`src/rtl/pocket_lab_pkg.sv`:
```
// rtl/pocket_lab_pkg.sv - shared constants and parser state type for the pocket lab core
package pocket_lab_pkg;

   localparam logic [7:0] SYNC_BYTE  = 8'h5A;

   localparam logic [7:0] OP_WRITE   = 8'h01;
   localparam logic [7:0] OP_READ    = 8'h02;
   localparam logic [7:0] OP_CAPTURE = 8'h10;
   localparam logic [7:0] OP_DUMP    = 8'h11;

   localparam logic [7:0] REG_DIV    = 8'h00;
   localparam logic [7:0] REG_DAC    = 8'h01;
   localparam logic [7:0] REG_TRIG   = 8'h02;

   typedef enum logic [2:0] {
      ST_IDLE,
      ST_OPC,
      ST_WADDR,
      ST_WDATA,
      ST_RADDR,
      ST_DUMP
   } parser_state_t;

   function automatic logic is_opcode(input logic [7:0] b);
      return (b == OP_WRITE) || (b == OP_READ) || (b == OP_CAPTURE) || (b == OP_DUMP);
   endfunction

endpackage

```
`src/rtl/pocket_lab_core_if.sv`:
```
// rtl/pocket_lab_core_if.sv - SPI bus between host (master) and pocket lab core (slave)
interface pocket_lab_core_if;
   logic spi_clk;
   logic spi_mosi;
   logic spi_miso;
   logic spi_cs;

   modport master (output spi_clk, output spi_mosi, output spi_cs, input spi_miso);
   modport slave  (input spi_clk, input spi_mosi, input spi_cs, output spi_miso);
endinterface

```
`src/rtl/pocket_lab_core_spi_slave_byte.sv`:
```
// rtl/pocket_lab_core_spi_slave_byte.sv - mode-3 SPI byte engine: input sync, edge detect, shift in/out
module spi_slave_byte #(
   parameter int SYNC_STAGES = 2
) (
   input  logic       clk,
   input  logic       rst,
   input  logic       spi_clk_i,
   input  logic       spi_mosi_i,
   input  logic       spi_cs_i,
   output logic       spi_miso_o,
   input  logic [7:0] tx_byte_i,
   output logic [7:0] rx_byte_o,
   output logic       byte_done_o,
   output logic       cs_sync_o
);
   logic [SYNC_STAGES-1:0] clk_sync_q, mosi_sync_q, cs_sync_q;
   logic       sclk_s, mosi_s, cs_s;
   logic       clk_prev_q;
   logic       rise, fall;
   logic [2:0] bit_cnt_q;
   logic [6:0] rx_shift_q;
   logic [7:0] rx_byte_q;
   logic [7:0] tx_shift_q;
   logic       byte_done_q;
   logic       load_q;

   assign sclk_s = clk_sync_q[SYNC_STAGES-1];
   assign mosi_s = mosi_sync_q[SYNC_STAGES-1];
   assign cs_s   = cs_sync_q[SYNC_STAGES-1];
   assign rise   = sclk_s & ~clk_prev_q;
   assign fall   = ~sclk_s & clk_prev_q;

   always_ff @(posedge clk) begin
      if (rst) begin
         clk_sync_q  <= '1;
         mosi_sync_q <= '0;
         cs_sync_q   <= '0;
         clk_prev_q  <= 1'b1;
         bit_cnt_q   <= 3'd0;
         rx_shift_q  <= 7'd0;
         rx_byte_q   <= 8'd0;
         tx_shift_q  <= 8'd0;
         byte_done_q <= 1'b0;
         load_q      <= 1'b0;
      end else begin
         clk_sync_q  <= {clk_sync_q[SYNC_STAGES-2:0], spi_clk_i};
         mosi_sync_q <= {mosi_sync_q[SYNC_STAGES-2:0], spi_mosi_i};
         cs_sync_q   <= {cs_sync_q[SYNC_STAGES-2:0], spi_cs_i};
         clk_prev_q  <= sclk_s;
         byte_done_q <= 1'b0;
         load_q      <= byte_done_q;
         if (!cs_s) begin
            bit_cnt_q  <= 3'd0;
            tx_shift_q <= 8'd0;
         end else begin
            if (rise) begin
               rx_shift_q <= {rx_shift_q[5:0], mosi_s};
               bit_cnt_q  <= bit_cnt_q + 3'd1;
               if (bit_cnt_q == 3'd7) begin
                  byte_done_q <= 1'b1;
                  rx_byte_q   <= {rx_shift_q, mosi_s};
               end
            end
            // The leading fall of each byte must not shift: bit7 has to survive until the first rise.
            if (load_q)
               tx_shift_q <= tx_byte_i;
            else if (fall && bit_cnt_q != 3'd0)
               tx_shift_q <= {tx_shift_q[6:0], 1'b0};
         end
      end
   end

   assign spi_miso_o  = cs_s & tx_shift_q[7];
   assign rx_byte_o   = rx_byte_q;
   assign byte_done_o = byte_done_q;
   assign cs_sync_o   = cs_s;
endmodule

```
`src/rtl/pocket_lab_core.sv`:
```
// rtl/pocket_lab_core.sv - pocket lab top: clock divider, ADC capture buffer, DAC register, SPI command parser
// Build option POCKET_LAB_TRIG_DEBUG_EN routes internal strobes to triggers instead of the TRIG register.
module pocket_lab_core
   import pocket_lab_pkg::*;
#(
   parameter int BUF_DEPTH   = 16,
   parameter int TRIG_W      = 4,
   parameter int SYNC_STAGES = 2
) (
   input  logic              osc_27m,
   input  logic              rst_key,
   output logic              adc_clk,
   input  logic [7:0]        adc_data,
   output logic              dac_clk,
   output logic [7:0]        dac_data,
   pocket_lab_core_if.slave  spi,
   output logic [TRIG_W-1:0] triggers
);
   localparam int IDX_W = $clog2(BUF_DEPTH);
   localparam logic [IDX_W-1:0] LAST_IDX = IDX_W'(BUF_DEPTH - 1);

   logic [7:0] div_q, dac_q, trig_q;
   logic [7:0] div_cnt_q, div_act_q;
   logic       adc_clk_q;
   logic [7:0] dac_data_q;
   logic       toggle, sample_stb, dac_stb;

   logic [7:0] rx_byte;
   logic       byte_done, cs_sync;
   logic [7:0] tx_byte_q;
   logic [7:0] rd_val;

   parser_state_t    state_q;
   logic [7:0]       addr_q;
   logic [IDX_W-1:0] dump_idx_q, dump_nxt, cap_idx_q;
   logic             busy_q;
   logic [7:0]       cap_mem_q [BUF_DEPTH];

   spi_slave_byte #(.SYNC_STAGES(SYNC_STAGES)) u_spi (
      .clk         (osc_27m),
      .rst         (rst_key),
      .spi_clk_i   (spi.spi_clk),
      .spi_mosi_i  (spi.spi_mosi),
      .spi_cs_i    (spi.spi_cs),
      .spi_miso_o  (spi.spi_miso),
      .tx_byte_i   (tx_byte_q),
      .rx_byte_o   (rx_byte),
      .byte_done_o (byte_done),
      .cs_sync_o   (cs_sync)
   );

   // div_act_q snapshots DIV at each toggle so a mid-half-period write never shortens the current half.
   assign toggle     = (div_cnt_q == div_act_q);
   assign sample_stb = toggle & adc_clk_q;
   assign dac_stb    = toggle & ~adc_clk_q;

   always_ff @(posedge osc_27m) begin
      if (rst_key) begin
         adc_clk_q  <= 1'b0;
         div_cnt_q  <= 8'd0;
         div_act_q  <= 8'd0;
         dac_data_q <= 8'd0;
      end else begin
         if (toggle) begin
            adc_clk_q <= ~adc_clk_q;
            div_cnt_q <= 8'd0;
            div_act_q <= div_q;
         end else begin
            div_cnt_q <= div_cnt_q + 8'd1;
         end
         if (dac_stb)
            dac_data_q <= dac_q;
      end
   end

   always_ff @(posedge osc_27m) begin
      if (!rst_key && busy_q && sample_stb)
         cap_mem_q[cap_idx_q] <= adc_data;
   end

   always_comb begin
      rd_val = 8'h00;
      case (rx_byte)
         REG_DIV:  rd_val = div_q;
         REG_DAC:  rd_val = dac_q;
         REG_TRIG: rd_val = trig_q;
         default:  rd_val = 8'h00;
      endcase
   end

   assign dump_nxt = dump_idx_q + IDX_W'(1);

`ifdef POCKET_LAB_TRIG_DEBUG_EN
   logic frame_ok_q;
`endif

   always_ff @(posedge osc_27m) begin
      if (rst_key) begin
         state_q    <= ST_IDLE;
         addr_q     <= 8'd0;
         tx_byte_q  <= 8'd0;
         dump_idx_q <= '0;
         cap_idx_q  <= '0;
         busy_q     <= 1'b0;
         div_q      <= 8'd0;
         dac_q      <= 8'd0;
         trig_q     <= 8'd0;
`ifdef POCKET_LAB_TRIG_DEBUG_EN
         frame_ok_q <= 1'b0;
`endif
      end else begin
`ifdef POCKET_LAB_TRIG_DEBUG_EN
         frame_ok_q <= 1'b0;
`endif
         if (busy_q && sample_stb) begin
            cap_idx_q <= cap_idx_q + IDX_W'(1);
            if (cap_idx_q == LAST_IDX)
               busy_q <= 1'b0;
         end
         if (!cs_sync) begin
            state_q   <= ST_IDLE;
            tx_byte_q <= 8'h00;
         end else if (byte_done) begin
            tx_byte_q <= 8'h00;
            case (state_q)
               ST_IDLE: if (rx_byte == SYNC_BYTE) state_q <= ST_OPC;
               ST_OPC: begin
                  state_q <= ST_IDLE;
`ifdef POCKET_LAB_TRIG_DEBUG_EN
                  frame_ok_q <= is_opcode(rx_byte);
`endif
                  case (rx_byte)
                     OP_WRITE: state_q <= ST_WADDR;
                     OP_READ:  state_q <= ST_RADDR;
                     OP_CAPTURE: if (!busy_q) begin
                        busy_q    <= 1'b1;
                        cap_idx_q <= '0;
                     end
                     OP_DUMP: begin
                        state_q    <= ST_DUMP;
                        dump_idx_q <= '0;
                        tx_byte_q  <= cap_mem_q[0];
                     end
                     default: state_q <= ST_IDLE;
                  endcase
               end
               ST_WADDR: begin
                  addr_q  <= rx_byte;
                  state_q <= ST_WDATA;
               end
               ST_WDATA: begin
                  case (addr_q)
                     REG_DIV:  div_q  <= rx_byte;
                     REG_DAC:  dac_q  <= rx_byte;
                     REG_TRIG: trig_q <= rx_byte;
                     default:  ;
                  endcase
                  state_q <= ST_IDLE;
               end
               ST_RADDR: begin
                  tx_byte_q <= rd_val;
                  state_q   <= ST_IDLE;
               end
               ST_DUMP: begin
                  if (dump_idx_q == LAST_IDX) begin
                     state_q <= ST_IDLE;
                  end else begin
                     dump_idx_q <= dump_nxt;
                     tx_byte_q  <= cap_mem_q[dump_nxt];
                  end
               end
               default: state_q <= ST_IDLE;
            endcase
         end
      end
   end

   assign adc_clk  = adc_clk_q;
   assign dac_clk  = ~adc_clk_q;
   assign dac_data = dac_data_q;

`ifdef POCKET_LAB_TRIG_DEBUG_EN
   assign triggers = TRIG_W'({busy_q, frame_ok_q, byte_done, cs_sync});
`else
   assign triggers = TRIG_W'(trig_q);
`endif
endmodule

```
`src/flat_wrapper.sv`:
```
// flat-port wrapper written by rule: the top's interface ports become plain ports
module pocket_lab_core_flat import pocket_lab_pkg::*;
#(
   parameter int BUF_DEPTH   = 16,
   parameter int TRIG_W      = 4,
   parameter int SYNC_STAGES = 2
)
  (osc_27m, rst_key, adc_clk, adc_data, dac_clk, dac_data, triggers, spi_spi_clk, spi_spi_mosi, spi_spi_cs, spi_spi_miso);
  pocket_lab_core_if spi_i ();
  input  logic osc_27m;
  input  logic rst_key;
  output logic adc_clk;
  input  logic [7:0] adc_data;
  output logic dac_clk;
  output logic [7:0] dac_data;
  output logic [TRIG_W-1:0] triggers;
  input wire logic [$bits(spi_i.spi_clk)-1:0] spi_spi_clk;
  input wire logic [$bits(spi_i.spi_mosi)-1:0] spi_spi_mosi;
  input wire logic [$bits(spi_i.spi_cs)-1:0] spi_spi_cs;
  output wire logic [$bits(spi_i.spi_miso)-1:0] spi_spi_miso;
  assign spi_i.spi_clk = spi_spi_clk;
  assign spi_i.spi_mosi = spi_spi_mosi;
  assign spi_i.spi_cs = spi_spi_cs;
  assign spi_spi_miso = spi_i.spi_miso;
  pocket_lab_core #(.BUF_DEPTH(BUF_DEPTH), .TRIG_W(TRIG_W), .SYNC_STAGES(SYNC_STAGES)) u_core (.osc_27m(osc_27m), .rst_key(rst_key), .adc_clk(adc_clk), .adc_data(adc_data), .dac_clk(dac_clk), .dac_data(dac_data), .spi(spi_i), .triggers(triggers));
endmodule
```
`config.mk`:
```
export PLATFORM = sky130hd
export DESIGN_NAME = pocket_lab_core_flat
export DESIGN_NICKNAME = d
export VERILOG_FILES = /design/src/rtl/pocket_lab_pkg.sv /design/src/rtl/pocket_lab_core_if.sv /design/src/rtl/pocket_lab_core_spi_slave_byte.sv /design/src/rtl/pocket_lab_core.sv /design/src/flat_wrapper.sv
export SDC_FILE = /design/constraint.sdc
export NUM_CORES = 1
export LEC_CHECK = 0
export ABC_AREA = 1
export BUFFER_PORTS_ARGS = -buffer_cell sky130_fd_sc_hd__buf_2
export CORE_MARGIN = 10
export CORE_UTILIZATION = 62
export DETAILED_ROUTE_END_ITERATION = 16
export HOLD_SLACK_MARGIN = 0.05
export PLACE_DENSITY = 0.79
export SLEW_MARGIN = 15
export SYNTH_ARGS = -nofsm -noshare
export SYNTH_HDL_FRONTEND = slang
export SYNTH_SLANG_ARGS = --single-unit
```
`constraint.sdc`:
```
create_clock -name osc_27m -period 2.57 [get_ports osc_27m]
set_clock_uncertainty 0.15 [all_clocks]
set_input_delay 0.257 -clock osc_27m [delete_from_list [all_inputs] [get_ports osc_27m]]
set_output_delay 0.257 -clock osc_27m [all_outputs]
set_load 0.03 [all_outputs]
```
==> results.py <==
metrics = {
    "worst_setup_path": {
        "crit_path_max_incr_delay_ns": 0.42,
        "cp-startpoint": "u_core.div_cnt_q[5]$_SDFF_PP0_",
        "crit_path_end_kind": "register",
        "cp-start-kind": "register",
        "worstReg2RegEnd": "u_core.cap_mem_q[13][3]$_DFFE_PP_",
        "crit_fanout": 8,
        "ff2ff_setup_slack_ns": 0.22,
        "critPathCapture": "u_core.cap_mem_q[13][3]$_DFFE_PP_",
        "slowest_stage": "dfxtp_1",
        "critical_path_arrival_ns": 2.41,
        "reg2reg_from": "u_core.div_cnt_q[5]$_SDFF_PP0_",
        "rr_worst_depth": 10,
        "required_ns": 2.63,
        "worst-setup-path-type": "register to register",
        "cp_cell_sequence": "xnor2_1, nand2_1, nor2_1, nand2_1, nor2_1, nand2_1, inv_2, nand3_1, nor2_1, buf_4",
    },
    "routing": {
        "routed_wl_um": 24040,
        "via_per_inst": 5.537,
        "ant_nets": 0,
        "drt_iter0_drc": 959,
        "vias": 8073,
        "dr.pass1.iters": 6,
        "wire_per_inst_um": 16.49,
        "drc": 0,
    },
    "floorplanning": {
        "io_pins": 28,
        "core_um2": 16470,
        "die_area_um2": 22240,
        "die_w_um": 149.1,
        "std_cell_rows": 47,
        "start_util_pct": 62.78,
        "fp.dieH_um": 149.1,
    },
    "global_routing": {
        "antenna_found_initial": 0,
        "overflow": 0,
        "grt_pass1_vias": 7749,
        "grt_usage_pct": 21.69,
        "grt_pass1_wl_um": 39000,
        "grt_max_degree": 56,
    },
    "cts": {
        "cts-root-buf": "clkbuf_16",
        "path_clk_slew_ns": 0.06,
        "cts_buffers": 23,
        "cts_num_sinks": 240,
        "postCtsSetupBuffers": 0,
        "worstSkewPairLatency_ns": 0.50,
        "cts_tree": "yes",
        "clockBufferDepth": 3,
        "htreeDepth": 1,
    },
    "timing": {
        "rsz0062_at_grt": "no",
        "fin_crit_sh_pct": 91.47,
        "setup_viol": 0,
        "final.setup.tns_ns": 0,
        "hold_violations": 0,
        "min_period_ns": 2.351,
        "drv_slew": 0,
        "worst_slack_ns": 0.2192,
        "relSlewSlack_pct": 60.62,
        "fmaxAchievable_ghz": 0.4254,
        "tightest_slew_ns": 0.5885,
    },
    "logic_synthesis": {
        "synth-seq-cells": 240,
        "yosysWarnings": 0,
        "ys.flop_type": "edfxtp_1",
        "synth_nets": 1202,
        "ys_types": 36,
        "async_flop_share_pct": 0,
        "synthCells": 1180,
        "synth_edf_count": 128,
        "syn_area_per_cell_um2": 8.761,
        "syn_area_um2": 10340,
        "ys_seq_area_share_pct": 58.87,
    },
    "power_and_ir_drop": {
        "power_density_nw_per_um2": 653.0,
        "ir_worst_vdd_mv": 0.6653,
        "cellLeakagePower_nw": 4.655,
    },
    "placed_design": {
        "portBuffers": 27,
        "post-place-ws_ns": 0.1335,
        "gp_congestion": 0.9149,
        "placed_area_um2": 10800,
        "dpl.hpwl_um": 16020,
    },
    "finish": {
        "layout_commonest_cell": "nand2_1",
        "layout_common_cells": "nand2_1, inv_1, nand3_1",
        "largest_reg_flops": 128,
        "multi_input_area_um2": 3385,
        "largest_register": "u_core.cap_mem_q",
        "final_layout_size_suffix_gt1_share_pct": 8.731,
        "seq_area_um2": 6087,
        "layout.nets": 1248,
        "syn2layout_area_growth_pct": 11.30,
        "fill_cells": 1267,
        "post-route-util_pct": 69.88,
        "stdcell_area_um2": 11510,
    },
    "run_status": {
        "status": "finished clean",
    },
    "worst_hold_path": {
        "min_path_type": "input port to register",
    },
    "flow_run": {
        "maxCapViolCount": 0,
    },
}
-- critical path: cells and delay by family (launching register included) --
family / cells / cell delay, ns
flip-flops: 1 / 0.42
AND/OR/NAND/NOR: 7 / 0.96
XOR/XNOR: 1 / 0.16
buffers and inverters: 2 / 0.37
-- area by class of cell --
cell class / instances / area share, %
flip-flops and latches: 240 / 52.90
repair buffers: 71 / 4.306
clock buffers: 30 / 5.231
multi-input cells: 721 / 29.42
diodes: 1 / 0.02175
inverters: 169 / 5.513
clock inverters: 6 / 0.2175
well taps: 220 / 2.392
-- layer usage --
layer,GRT usage [%],wire [um],up-vias
li1,-,-,3929
met1,29.10,10020,3714
met2,34.52,11060,383
met3,5.218,2498,47
met4,5.937,465,0
met5,0,0,-
-- per-stage QoR --
stage | std cells | power (W) | hold WS, ns
final | 1458 | 0.007514 | 0.06424
after global routing | 1457 | 0.007768 | 0.06033
after CTS | 1457 | 0.007540 | 0.05746
after detailed placement | 1414 | 0.004647 | 0.2489
after global placement | 1414 | 0.004637 | 0.2487
after floorplan | 1180 | 0.004506 | 0.2059
-- worst min path at each step --
stage	startpoint	to	slack, ns	depth (start not counted)
after global placement	u_core.u_spi.clk_sync_q[0]$_SDFF_PP1_	u_core.u_spi.clk_sync_q[1]$_SDFF_PP1_	0.25	1
after floorplan	adc_data[0]	u_core.cap_mem_q[0][0]$_DFFE_PP_	0.21	0
after CTS	adc_data[0]	u_core.cap_mem_q[12][0]$_DFFE_PP_	0.06	1
after detailed placement	u_core.u_spi.clk_sync_q[0]$_SDFF_PP1_	u_core.u_spi.clk_sync_q[1]$_SDFF_PP1_	0.25	1
final	adc_data[0]	u_core.cap_mem_q[1][0]$_DFFE_PP_	0.06	1
after global routing	adc_data[3]	u_core.cap_mem_q[14][3]$_DFFE_PP_	0.06	1
-- power breakdown --
part | leakage, nW | switching, W | total, W | internal (W)
logic | 2.29 | 0.000314 | 0.000451 | 0.000137
registers | 2.06 | 0.0000377 | 0.00413 | 0.00409
clock network | 0.306 | 0.00131 | 0.00294 | 0.00163
-- repair_timing --
action | 4_1_cts | 5_1_grt
setup endpoints to repair | 0 | 84
endpoints found under the hold margin | 18 | 0
hold buffers | 7 | 0
gates resized for setup | 0 | 3
-- cell families after synthesis --
family | after synthesis | share of synthesized area [%]
fa+ha+maj | 9 | 1.089
flops | 240 | 58.87
compound gates | 166 | 8.606
xor+xnor | 14 | 1.331
buf+inv | 219 | 8.460
simple gates | 532 | 21.64
-- cells in the mapped netlist (4+ instances only) --
cell / n / area (um^2)
a21oi_1: 87 / 435.4
a21oi_2: 6 / 52.55
buf_2: 9 / 45.04
buf_4: 7 / 52.55
clkbuf_1: 32 / 120.1
clkinv_1: 5 / 18.77
dfxtp_1: 112 / 2242
edfxtp_1: 128 / 3844
ha_1: 9 / 112.6
inv_1: 163 / 611.8
nand2_1: 274 / 1028
nand3_1: 146 / 730.7
nand4_1: 4 / 25.02
nor2_1: 91 / 341.6
nor3_1: 6 / 30.03
o21ai_0: 59 / 295.3
xnor2_1: 9 / 78.83
(Power assumes the default switching activity.)
